$ cat src/rtl/dmem_arbiter_pkg.sv
// Shared encodings and widths for the data-memory arbiter.
package dmem_arbiter_pkg;

  localparam int ADDR_W = 16;
  localparam int DATA_W = 32;

  localparam logic PORT_CPU = 1'b0;
  localparam logic PORT_DMA = 1'b1;

  typedef enum logic [1:0] {
    IDLE   = 2'd0,
    ACCESS = 2'd1,
    DONE   = 2'd2
  } state_t;

endpackage

$ cat src/rtl/dmem_arbiter_rr_arb2.sv
// Two-way grant: round-robin against last_grant, or fixed CPU priority.
module rr_arb2
  import dmem_arbiter_pkg::*;
(
  input  logic [1:0] req,
  input  logic       last_grant,
  input  logic       cpu_priority,
  output logic       grant,
  output logic       any_req
);

  always_comb begin
    grant = PORT_CPU;
    if (req == 2'b11) begin
      grant = cpu_priority ? PORT_CPU : ~last_grant;
    end else if (req[1]) begin
      grant = PORT_DMA;
    end
  end

  assign any_req = |req;

endmodule

$ cat src/rtl/dmem_arbiter.sv
// Serialises CPU and DMA accesses to a single-port data memory: IDLE -> ACCESS -> DONE.
// Request sampled in IDLE is acked two cycles later; all outputs registered.
module dmem_arbiter
  import dmem_arbiter_pkg::*;
#(
  parameter int DEPTH        = 256,
  parameter bit CPU_PRIORITY = 1'b0
) (
  input  logic              clk,
  input  logic              reset,
  input  logic              cpu_req,
  input  logic              cpu_we,
  input  logic [ADDR_W-1:0] cpu_addr,
  input  logic [DATA_W-1:0] cpu_wdata,
  output logic              cpu_ack,
  output logic              cpu_err,
  output logic [DATA_W-1:0] cpu_rdata,
  input  logic              dma_req,
  input  logic              dma_we,
  input  logic [ADDR_W-1:0] dma_addr,
  input  logic [DATA_W-1:0] dma_wdata,
  output logic              dma_ack,
  output logic              dma_err,
  output logic [DATA_W-1:0] dma_rdata,
  output logic              mem_write,
  output logic [ADDR_W-1:0] mem_addr,
  output logic [DATA_W-1:0] mem_datain,
  input  logic [DATA_W-1:0] mem_dataout,
  output logic              busy
);

  state_t state, state_nxt;

  logic              last_grant;
  logic              grant;
  logic              any_req;
  logic              cmd_id;
  logic              cmd_we;
  logic              cmd_oor;
  logic              sel_we;
  logic [ADDR_W-1:0] sel_addr;
  logic [DATA_W-1:0] sel_wdata;
  logic              sel_in_range;
  logic [DATA_W-1:0] rd_val;

  rr_arb2 u_arb (
    .req          ({dma_req, cpu_req}),
    .last_grant   (last_grant),
    .cpu_priority (CPU_PRIORITY),
    .grant        (grant),
    .any_req      (any_req)
  );

  assign sel_we       = (grant == PORT_DMA) ? dma_we    : cpu_we;
  assign sel_addr     = (grant == PORT_DMA) ? dma_addr  : cpu_addr;
  assign sel_wdata    = (grant == PORT_DMA) ? dma_wdata : cpu_wdata;
  assign sel_in_range = 32'(sel_addr) < 32'(DEPTH);

  // Writes and out-of-range accesses return zero data.
  assign rd_val = (cmd_we || cmd_oor) ? '0 : mem_dataout;

  always_ff @(posedge clk) begin
    if (reset) begin
      state <= IDLE;
    end else begin
      state <= state_nxt;
    end
  end

  always_comb begin
    state_nxt = state;
    case (state)
      IDLE:    if (any_req) state_nxt = ACCESS;
      ACCESS:  state_nxt = DONE;
      DONE:    state_nxt = IDLE;
      default: state_nxt = IDLE;
    endcase
  end

  always_ff @(posedge clk) begin
    if (reset) begin
      last_grant <= PORT_DMA;
      cmd_id     <= PORT_CPU;
      cmd_we     <= 1'b0;
      cmd_oor    <= 1'b0;
      mem_write  <= 1'b0;
      mem_addr   <= '0;
      mem_datain <= '0;
      cpu_ack    <= 1'b0;
      cpu_err    <= 1'b0;
      cpu_rdata  <= '0;
      dma_ack    <= 1'b0;
      dma_err    <= 1'b0;
      dma_rdata  <= '0;
      busy       <= 1'b0;
    end else begin
      busy    <= (state_nxt != IDLE);
      cpu_ack <= 1'b0;
      cpu_err <= 1'b0;
      dma_ack <= 1'b0;
      dma_err <= 1'b0;
      case (state)
        IDLE: begin
          if (any_req) begin
            cmd_id     <= grant;
            cmd_we     <= sel_we;
            cmd_oor    <= ~sel_in_range;
            mem_addr   <= sel_addr;
            mem_datain <= sel_wdata;
            mem_write  <= sel_we & sel_in_range;
          end
        end
        ACCESS: begin
          // Ack is registered here so it is visible throughout DONE.
          mem_write <= 1'b0;
          if (cmd_id == PORT_DMA) begin
            dma_ack   <= 1'b1;
            dma_err   <= cmd_oor;
            dma_rdata <= rd_val;
          end else begin
            cpu_ack   <= 1'b1;
            cpu_err   <= cmd_oor;
            cpu_rdata <= rd_val;
          end
        end
        DONE: begin
          last_grant <= cmd_id;
        end
        default: begin
          mem_write <= 1'b0;
        end
      endcase
    end
  end

endmodule

$ cat config.mk
export PLATFORM = sky130hd
export DESIGN_NAME = dmem_arbiter
export DESIGN_NICKNAME = d
export VERILOG_FILES = /design/src/rtl/dmem_arbiter_pkg.sv /design/src/rtl/dmem_arbiter_rr_arb2.sv /design/src/rtl/dmem_arbiter.sv
export SDC_FILE = /design/constraint.sdc
export NUM_CORES = 1
export LEC_CHECK = 0
export ABC_AREA = 1
export CORE_UTILIZATION = 30
export CTS_BUF_LIST = sky130_fd_sc_hd__clkbuf_16
export CTS_CLUSTER_DIAMETER = 200
export CTS_CLUSTER_SIZE = 12
export DETAILED_ROUTE_END_ITERATION = 7
export GPL_ROUTABILITY_DRIVEN = 1
export HOLD_SLACK_MARGIN = 0.08
export PLACE_DENSITY = 0.66
export SLEW_MARGIN = 10
export SYNTH_ARGS = -nofsm -noshare
export SYNTH_HDL_FRONTEND = slang
export SYNTH_SLANG_ARGS = --single-unit
$ cat constraint.sdc
create_clock -name clk -period 1.3 [get_ports clk]
set_input_delay 0.325 -clock clk [delete_from_list [all_inputs] [get_ports clk]]
set_output_delay 0.325 -clock clk [all_outputs]
set_load 0.02 [all_outputs]
==> results of run 1 <==
==> stage by stage <==
step | TNS [ns] | hold WS, ns
3_3_place_gp | -32.05 | 0.4521
4_1_cts | 0 | 0.4627
5_1_grt | -0.7702 | 0.4785
6_report | 0 | 0.4601
2_1_floorplan | 0 | 0.3959
3_5_place_dp | -34.73 | 0.4558
==> registers in the layout (all words and copies together) (netlist names) <==
name,flops
cmd_we,1
cpu_err,1
mem_addr,16
mem_write,1
cpu_ack,1
cpu_rdata,32
dma_ack,1
cmd_id,1
mem_datain,32
cmd_oor,1
last_grant,1
dma_err,1
busy,1
state,2
dma_rdata,32
==> metal layers <==
metal  global-route usage (%)  wire length [µm]  vias to the layer above
li1                         -                 -                     2666
met1                    23.58              7124                     2342
met2                    31.63              7838                      178
met3                    6.111              1009                       22
met4                    7.182               347                        0
met5                        0                 0                        -
==> critical path, cell delays in order, from the launching register on <==
cell	delay, ns
sky130_fd_sc_hd__dfxtp_2	0.33
sky130_fd_sc_hd__inv_2	0.05
sky130_fd_sc_hd__nor2_4	0.08
sky130_fd_sc_hd__inv_2	0.05
sky130_fd_sc_hd__nor2_4	0.09
sky130_fd_sc_hd__buf_12	0.13
sky130_fd_sc_hd__clkinvlp_4	0.11
sky130_fd_sc_hd__buf_4	0.17
sky130_fd_sc_hd__nor2_1	0.08
sky130_fd_sc_hd__nor2_1	0.05
==> cell families (layout without fill, tap and decap cells) <==
| logic type | Yosys count | count (layout) | synth area share [%] |
|---|---|---|---|
| compound gates | 207 | 207 | 22.42 |
| buf+inv | 82 | 372 | 7.653 |
| flops | 124 | 124 | 50.95 |
| simple gates | 217 | 217 | 18.98 |
==> layout by cell type (no fill, tap or decap), types with 27 or more instances in the layout <==
cell / count
sky130_fd_sc_hd__buf_2: 107
sky130_fd_sc_hd__inv_1: 27
sky130_fd_sc_hd__buf_4: 45
sky130_fd_sc_hd__o21ai_0: 89
sky130_fd_sc_hd__a21oi_1: 63
sky130_fd_sc_hd__a31oi_1: 40
sky130_fd_sc_hd__dfxtp_1: 120
sky130_fd_sc_hd__nand2_1: 139
sky130_fd_sc_hd__nor2_1: 33
sky130_fd_sc_hd__clkdlybuf4s50_1: 131
==> worst paths after layout <==
| kind | depth (start not counted) | endpoint | slack, ns |
|---|---|---|---|
| max | 9 | cpu_rdata[11]$_SDFFE_PP0P_ | 0.03 |
| min | 2 | dma_rdata[30]$_SDFFE_PP0P_ | 0.46 |
| max reg2reg | 9 | cpu_rdata[11]$_SDFFE_PP0P_ | 0.03 |
| min reg2reg | 2 | dma_rdata[30]$_SDFFE_PP0P_ | 0.46 |
==> repair_timing <==
action,CTS,global route
pin swaps,1,3
buffers inserted,4,5
cloned,1,2
resized for setup,492,34
setup endpoints to repair,197,98
==> area by class of cell <==
cell class                 count  area share, %
clock buffer                  17          5.232
clock inverter                15          1.431
inverter                      33          1.631
multi-input combinational    424          25.68
sequential                   124          30.59
tap                          216          3.324
timing repair buffer         307          32.11
==> power breakdown <==
part | switching, µW | internal (µW) | leakage [µW]
Combinational | 1370 | 1140 | 0.00238
Sequential | 161 | 4140 | 0.00102
Clock | 1840 | 2460 | 0.000243
Total | 3370 | 7730 | 0.00364
==> results.cfg, run 1 <==
[critical_path]
path_max_fanout = 7
start_kind = flop
arr_time_crit_path_ns = 1.58
worstReg2RegStart = state[0]$_SDFF_PP0_
endpoint_kind = flop
critical_path_class = reg2reg
worst_ep_required_time_ns = 1.60
cp-startpoint = state[0]$_SDFF_PP0_

[synth]
synthTopCellsByCount = 139 x sky130_fd_sc_hd__nand2_1, 124 x sky130_fd_sc_hd__dfxtp_1, 92 x sky130_fd_sc_hd__o21ai_0
synthFlopType = sky130_fd_sc_hd__dfxtp_1
synth_top_cell_by_area = sky130_fd_sc_hd__dfxtp_1
mappedNetlistArea_um2 = 4872
synthDistinctLibCells = 24
yosys_warnings = 0
synth_enable_flop_cells = 0
post_synth_inst_count = 630
synth_async_sr_flop_share_pct = 0
synth.avg_cell_area_um2 = 7.734
syn-num-nets = 764
yosys_register_bits = 124
synth_top_cell_area_share_pct = 50.95
synth.yosys.seq_area_share_pct = 50.95
synthMostInstantiatedCell = sky130_fd_sc_hd__nand2_1
post_synth_main_area_contributors = sky130_fd_sc_hd__dfxtp_1 51%, sky130_fd_sc_hd__nand2_1 11%, sky130_fd_sc_hd__o21ai_0 9.5%, sky130_fd_sc_hd__a21oi_1 6.5%, sky130_fd_sc_hd__a31oi_1 5.1%

[power_and_ir_drop]
post-layout-total-power_uw = 11100
vdd.ir_drop.worst_v = 0.001117
powerDensity_nw_per_um2 = 1365
power.leakage_uw = 0.003644

[timing]
maxClockFrequency_mhz = 785.9
final_hold_viol_count = 0
finalCriticalPeriod_ns = 1.272
post-route-period-util_pct = 97.88
post-route-worst-setup-slack_ns = 0.02750
final_max_slew_viol_count = 0
timing.slew.headroom_pct = 78.23
finalSetupViolations = 0
max_slew.worst_pin.slew_ns = 0.3266
timing.clock.skew_ns = 0.01038
rsz0062_at_grt = yes

[cts]
cts.sinks = 124
clk_root_buffer_cell = sky130_fd_sc_hd__clkbuf_16
path_clk_slew_ns = 0.06
worstSkewPairLatency_ns = 0.41
holdBufCountCts = 0
max-clock-path-buffers = 2
cts_buffers = 17
cts_tree = built
ctsHtreeMaxLevel = 4

[layout]
final-seq-area_um2 = 2487
fin_area_um2 = 8132
layout.core_utilization_pct = 51.19
n_fill_cell = 1577
post_route_cells_drive_above_1_share_pct = 27.17
area_growth_syn_to_layout_pct = 66.90
multi_input_comb_area_um2 = 2088
number_of_antenna_diodes = 0
final_cell_count_no_fill = 1136
nNetsFinal = 1041

[worst_hold_path]
hold_path_class = reg2reg
min-delay-start = dma_rdata[30]$_SDFFE_PP0P_

[routing]
firstDrtPassIters = 5
vias = 5208
postRouteAntennaNets = 0
dr.first_iter.drc_count = 256
drt-wirelength-per-cell_um = 14.36
detail_route.wirelength_um = 16320
drc_errors = 0
post_drt_via_cell_ratio = 4.585

[floorplan]
initial_standard_cell_utilization_of_the_core_pct = 30.67
die_area_um2 = 16750
num_io_pins = 252
placementRows = 46
vertical_extent_of_the_die_um = 129.4
die_w_um = 129.4
floorplan.core_area_um2 = 15890

[global_routing]
grt_util_all_layers_pct = 19.25
maximum_number_of_pins_on_one_net_before_global_route_repair = 41
number_of_global_route_vias_before_repair = 4849
grt_pass1_wl_um = 24880
antenna_found_initial = 0
grt_overflow_total = 0

[placement]
place_inst = 1092
io_buffers = 251
dp_slack_ns = -0.5158
dp_hpwl_um = 11380
gp_congestion = 0.8453
dpl_cell_area_um2 = 7904

[job]
drv_cap = 0

[run_status]
outcome = finished clean
(Power assumes the default switching activity.)
==> inputs of run 2 (changes only) <==
--- a/config.mk
+++ b/config.mk
@@ -14,6 +14,7 @@
 export GPL_ROUTABILITY_DRIVEN = 1
 export HOLD_SLACK_MARGIN = 0.08
 export PLACE_DENSITY = 0.66
+export RECOVER_POWER = 100
 export SLEW_MARGIN = 10
 export SYNTH_ARGS = -nofsm -noshare
 export SYNTH_HDL_FRONTEND = slang
==> results.cfg, run 2 (same netlist as run 1, synthesis figures left out) <==
[run_status]
outcome = finished clean

[global_routing]
grt_util_all_layers_pct = 19.25
grt_busiest_layer = met2
globalRouteMet3Util_pct = 6.111
grt_overflow_total = 0
met1_usage_pct = 23.58
number_of_global_route_vias_before_repair = 4849
grt_pass1_wl_um = 24880
grtUsageMet2_pct = 31.63
antenna_found_initial = 0
maximum_number_of_pins_on_one_net_before_global_route_repair = 41

[cts]
ctsHtreeMaxLevel = 4
clk_root_buffer_cell = sky130_fd_sc_hd__clkbuf_16
worstSkewPairLatency_ns = 0.41
max-clock-path-buffers = 2
cts_tree = built
cts.sinks = 124
holdBufCountCts = 0
cts_buffers = 17
path_clk_slew_ns = 0.06

[power_and_ir_drop]
post-layout-total-power_uw = 11090
powerDensity_nw_per_um2 = 1371
vdd.ir_drop.worst_v = 0.001120
power.leakage_uw = 0.003627

[routing]
firstDrtPassIters = 4
vias = 5194
postRouteAntennaNets = 0
drt-wirelength-per-cell_um = 14.41
detail_route.wirelength_um = 16370
drc_errors = 0
dr.first_iter.drc_count = 235
post_drt_via_cell_ratio = 4.572

[floorplan]
floorplan.core_area_um2 = 15890
die_w_um = 129.4
initial_standard_cell_utilization_of_the_core_pct = 30.67
num_io_pins = 252
placementRows = 46
die_area_um2 = 16750
vertical_extent_of_the_die_um = 129.4

[timing]
post-route-period-util_pct = 97.89
timing.slew.headroom_pct = 78.23
maxClockFrequency_mhz = 785.8
final_hold_viol_count = 0
rsz0062_at_grt = yes
finalCriticalPeriod_ns = 1.273
final_max_slew_viol_count = 0
max_slew.worst_pin.slew_ns = 0.3266
finalSetupViolations = 0
timing.clock.skew_ns = 0.01009
post-route-worst-setup-slack_ns = 0.02747

[placement]
place_inst = 1092
dp_hpwl_um = 11380
gp_congestion = 0.8453
dp_slack_ns = -0.5158
io_buffers = 251
dpl_cell_area_um2 = 7904

[layout]
fin_area_um2 = 8092
layout.cells.most_common_list = 139 x sky130_fd_sc_hd__nand2_1, 131 x sky130_fd_sc_hd__clkdlybuf4s50_1, 120 x sky130_fd_sc_hd__dfxtp_1
multi_input_comb_area_um2 = 2088
mostFrequentLayoutCell = sky130_fd_sc_hd__nand2_1
final_cell_count_no_fill = 1136
n_fill_cell = 1584
post_route_cells_drive_above_1_share_pct = 27.07
layout.core_utilization_pct = 50.94
reg_top3 = cpu_rdata: 32 flops, dma_rdata: 32 flops, mem_datain: 32 flops
nNetsFinal = 1041
area_growth_syn_to_layout_pct = 66.08
final-seq-area_um2 = 2487
number_of_antenna_diodes = 0

[critical_path]
path_max_fanout = 7
start_kind = flop
endpoint_kind = flop
arr_time_crit_path_ns = 1.58
worst_ep_required_time_ns = 1.61
critical_path_class = reg2reg

[worst_hold_path]
hold_path_class = reg2reg

[job]
drv_cap = 0
run 2: cell types whose count changed in the layout (fill, tap and decap cells not counted):
cell	previous run	this run
sky130_fd_sc_hd__clkbuf_2	0	11
sky130_fd_sc_hd__buf_2	107	97
sky130_fd_sc_hd__buf_12	15	13
sky130_fd_sc_hd__buf_6	3	5
sky130_fd_sc_hd__clkbuf_16	18	17
sky130_fd_sc_hd__inv_1	27	28
sky130_fd_sc_hd__inv_4	2	1
run 2: timing repair:
item	CTS	global route
pin swaps	1	3
resized for setup	492	34
buffers inserted	4	5
gates cloned	1	2
endpoints found under the setup margin	197	98
run 2: area by class of cell:
class                           count  share of cell area (%)
Sequential cell                   124                   30.74
Inverter                           33                   1.608
Clock inverter                     15                   1.438
Timing Repair Buffer              307                   31.81
Clock buffer                       17                   5.257
Multi-Input combinational cell    424                   25.81
Tap cell                          216                   3.340
run 2: final timing paths:
check                          endpoint  depth (start not counted)  slack, ns                  startpoint
max reg2reg  cpu_rdata[11]$_SDFFE_PP0P_                          9       0.03         state[0]$_SDFF_PP0_
max          cpu_rdata[11]$_SDFFE_PP0P_                          9       0.03         state[0]$_SDFF_PP0_
min reg2reg  dma_rdata[30]$_SDFFE_PP0P_                          2       0.46  dma_rdata[30]$_SDFFE_PP0P_
min          dma_rdata[30]$_SDFFE_PP0P_                          2       0.46  dma_rdata[30]$_SDFFE_PP0P_
run 2: stage by stage:
stage	hold slack, ns	setup TNS [ns]
2_1_floorplan	0.3959	0
3_3_place_gp	0.4521	-32.05
3_5_place_dp	0.4558	-34.73
4_1_cts	0.4627	0
5_1_grt	0.4785	-1.488
6_report	0.4603	0
run 2: worst max-delay path: stages (launching register included):
cell,delay [ns]
sky130_fd_sc_hd__dfxtp_2,0.33
sky130_fd_sc_hd__inv_2,0.05
sky130_fd_sc_hd__nor2_4,0.08
sky130_fd_sc_hd__inv_2,0.05
sky130_fd_sc_hd__nor2_4,0.10
sky130_fd_sc_hd__buf_12,0.13
sky130_fd_sc_hd__clkinvlp_4,0.11
sky130_fd_sc_hd__buf_4,0.17
sky130_fd_sc_hd__nor2_1,0.08
sky130_fd_sc_hd__nor2_1,0.05
run 2: routing by layer:
layer	routed length, µm	vias to the layer above
met5	0	-
met4	337	0
met3	976	23
met2	7843	170
met1	7214	2340
li1	-	2661
run 2: power breakdown:
group / switching (µW) / internal, µW
sequential: 161 / 4140
clock: 1850 / 2460
combinational: 1360 / 1130
==> inputs of run 3 (changes only) <==
--- a/config.mk
+++ b/config.mk
@@ -19,3 +19,4 @@
 export SYNTH_ARGS = -nofsm -noshare
 export SYNTH_HDL_FRONTEND = slang
 export SYNTH_SLANG_ARGS = --single-unit
+export TNS_END_PERCENT = 1
==> results.cfg, run 3 (same netlist as run 1, synthesis figures left out) <==
[routing]
drt-wirelength-per-cell_um = 14.08
dr.first_iter.drc_count = 305
vias = 5167
postRouteAntennaNets = 0
post_drt_via_cell_ratio = 4.577
firstDrtPassIters = 4
drc_errors = 0
detail_route.wirelength_um = 15890

[layout]
number_of_antenna_diodes = 0
fin_area_um2 = 8005
n_fill_cell = 1589
post_route_cells_drive_above_1_share_pct = 26.07
reg_top3 = cpu_rdata: 32 flops, dma_rdata: 32 flops, mem_datain: 32 flops
layout.core_utilization_pct = 50.39
nNetsFinal = 1034
area_growth_syn_to_layout_pct = 64.30
layout.cells.most_common_list = 138 x sky130_fd_sc_hd__nand2_1, 131 x sky130_fd_sc_hd__clkdlybuf4s50_1, 121 x sky130_fd_sc_hd__dfxtp_1
mostFrequentLayoutCell = sky130_fd_sc_hd__nand2_1

[power_and_ir_drop]
vdd.ir_drop.worst_v = 0.001088
power.leakage_uw = 0.003600
powerDensity_nw_per_um2 = 1380
post-layout-total-power_uw = 11040

[timing]
finalSetupViolations = 0
rsz0062_at_grt = yes
post-route-worst-setup-slack_ns = 0.04401
timing.slew.headroom_pct = 78.05
finalCriticalPeriod_ns = 1.256
timing.clock.skew_ns = 0.01074
final_max_slew_viol_count = 0
post-route-period-util_pct = 96.61
maxClockFrequency_mhz = 796.2
final_hold_viol_count = 0
max_slew.worst_pin.slew_ns = 0.3293
finalHoldWorstSlack_ns = 0.4602

[cts]
path_clk_slew_ns = 0.06
holdBufCountCts = 0
max-clock-path-buffers = 2
clk_root_buffer_cell = sky130_fd_sc_hd__clkbuf_16
cts.sinks = 124
ctsHtreeMaxLevel = 4
cts_tree = built
cts_buffers = 17
worstSkewPairLatency_ns = 0.41

[placement]
gp_congestion = 0.8453
dpl_cell_area_um2 = 7904
dp_slack_ns = -0.5158
dp_hpwl_um = 11380
io_buffers = 251

[critical_path]
crit_chain = buf_2
arr_time_crit_path_ns = 0.93
slowest_delay_ns = 0.34
worst_ep_required_time_ns = 0.98
worst-path-buf-inv = 1
endpoint_kind = output pin
critical_path_class = reg2out
start_kind = flop
path_max_fanout = 2
cp_top_family = flip-flops
critical-path-slowest-cell = sky130_fd_sc_hd__dfxtp_1

[global_routing]
grt_overflow_total = 0
maximum_number_of_pins_on_one_net_before_global_route_repair = 41
grt_pass1_wl_um = 24610
grt_util_all_layers_pct = 19.02
antenna_found_initial = 0
number_of_global_route_vias_before_repair = 4808

[floorplan]
num_io_pins = 252
die_area_um2 = 16750
die_w_um = 129.4
floorplan.core_area_um2 = 15890
vertical_extent_of_the_die_um = 129.4
placementRows = 46
initial_standard_cell_utilization_of_the_core_pct = 30.67

[worst_hold_path]
hold_path_class = reg2reg

[run_status]
outcome = finished clean

[job]
drv_cap = 0
==> run 3: worst paths after layout <==
| kind | from | endpoint | slack (ns) | cells past startpoint |
|---|---|---|---|---|
| worst max-delay path | mem_addr[8]$_SDFFE_PP0P_ | mem_addr[8] | 0.04 | 1 |
| worst min-delay path | dma_rdata[6]$_SDFFE_PP0P_ | dma_rdata[6]$_SDFFE_PP0P_ | 0.46 | 2 |
| worst max register to register | last_grant$_SDFFE_PP1N_ | cmd_oor$_SDFFE_PP0P_ | 0.06 | 9 |
| worst min register to register | dma_rdata[6]$_SDFFE_PP0P_ | dma_rdata[6]$_SDFFE_PP0P_ | 0.46 | 2 |
==> run 3: tightest hold or removal path, stage by stage, from the launching register on <==
cell	delay (ns)
sky130_fd_sc_hd__dfxtp_1	0.30
sky130_fd_sc_hd__nand2_1	0.06
sky130_fd_sc_hd__a21oi_1	0.05
==> run 3: per-layer routing <==
metal / vias up / track usage [%] / share of wire (%)
li1: 2651 / - / -
met1: 2325 / 23.35 / 44
met2: 175 / 31.12 / 48
met3: 16 / 6.193 / 6.5
met4: 0 / 6.977 / 1.5
met5: - / 0 / 0
==> run 3: final cells by class <==
| class | instances | area (µm²) | share of cell area, % |
|---|---|---|---|
| Sequential cell | 124 | 2486 | 31.06 |
| Clock inverter | 15 | 116.4 | 1.454 |
| Timing Repair Buffer | 300 | 2517 | 31.45 |
| Clock buffer | 17 | 425.4 | 5.314 |
| Multi-Input combinational cell | 424 | 2057 | 25.70 |
| Inverter | 33 | 132.6 | 1.657 |
| Tap cell | 216 | 270.3 | 3.376 |
==> run 3: metrics by stage <==
step                      cells  setup TNS [ns]
after floorplan             630               0
after global placement     1092          -32.05
after detailed placement   1092          -34.73
after CTS                  1127         -0.5058
after global routing       1129         -0.4848
final                      1129               0
==> run 3: timing repair <==
item / 4_1_cts / 5_1_grt
pin swaps: 1 / 1
gates cloned: 0 / 0
gates resized for setup: 486 / 37
endpoints found under the setup margin: 197 / 102
buffers inserted: 3 / 2
==> run 3: where the power goes <==
part	internal [µW]	total, µW	leakage, µW	switching, µW
clock network	2460	4300	0.000243	1850
registers	4140	4300	0.00102	161
logic	1110	2440	0.00234	1340
total	7700	11000	0.00360	3350
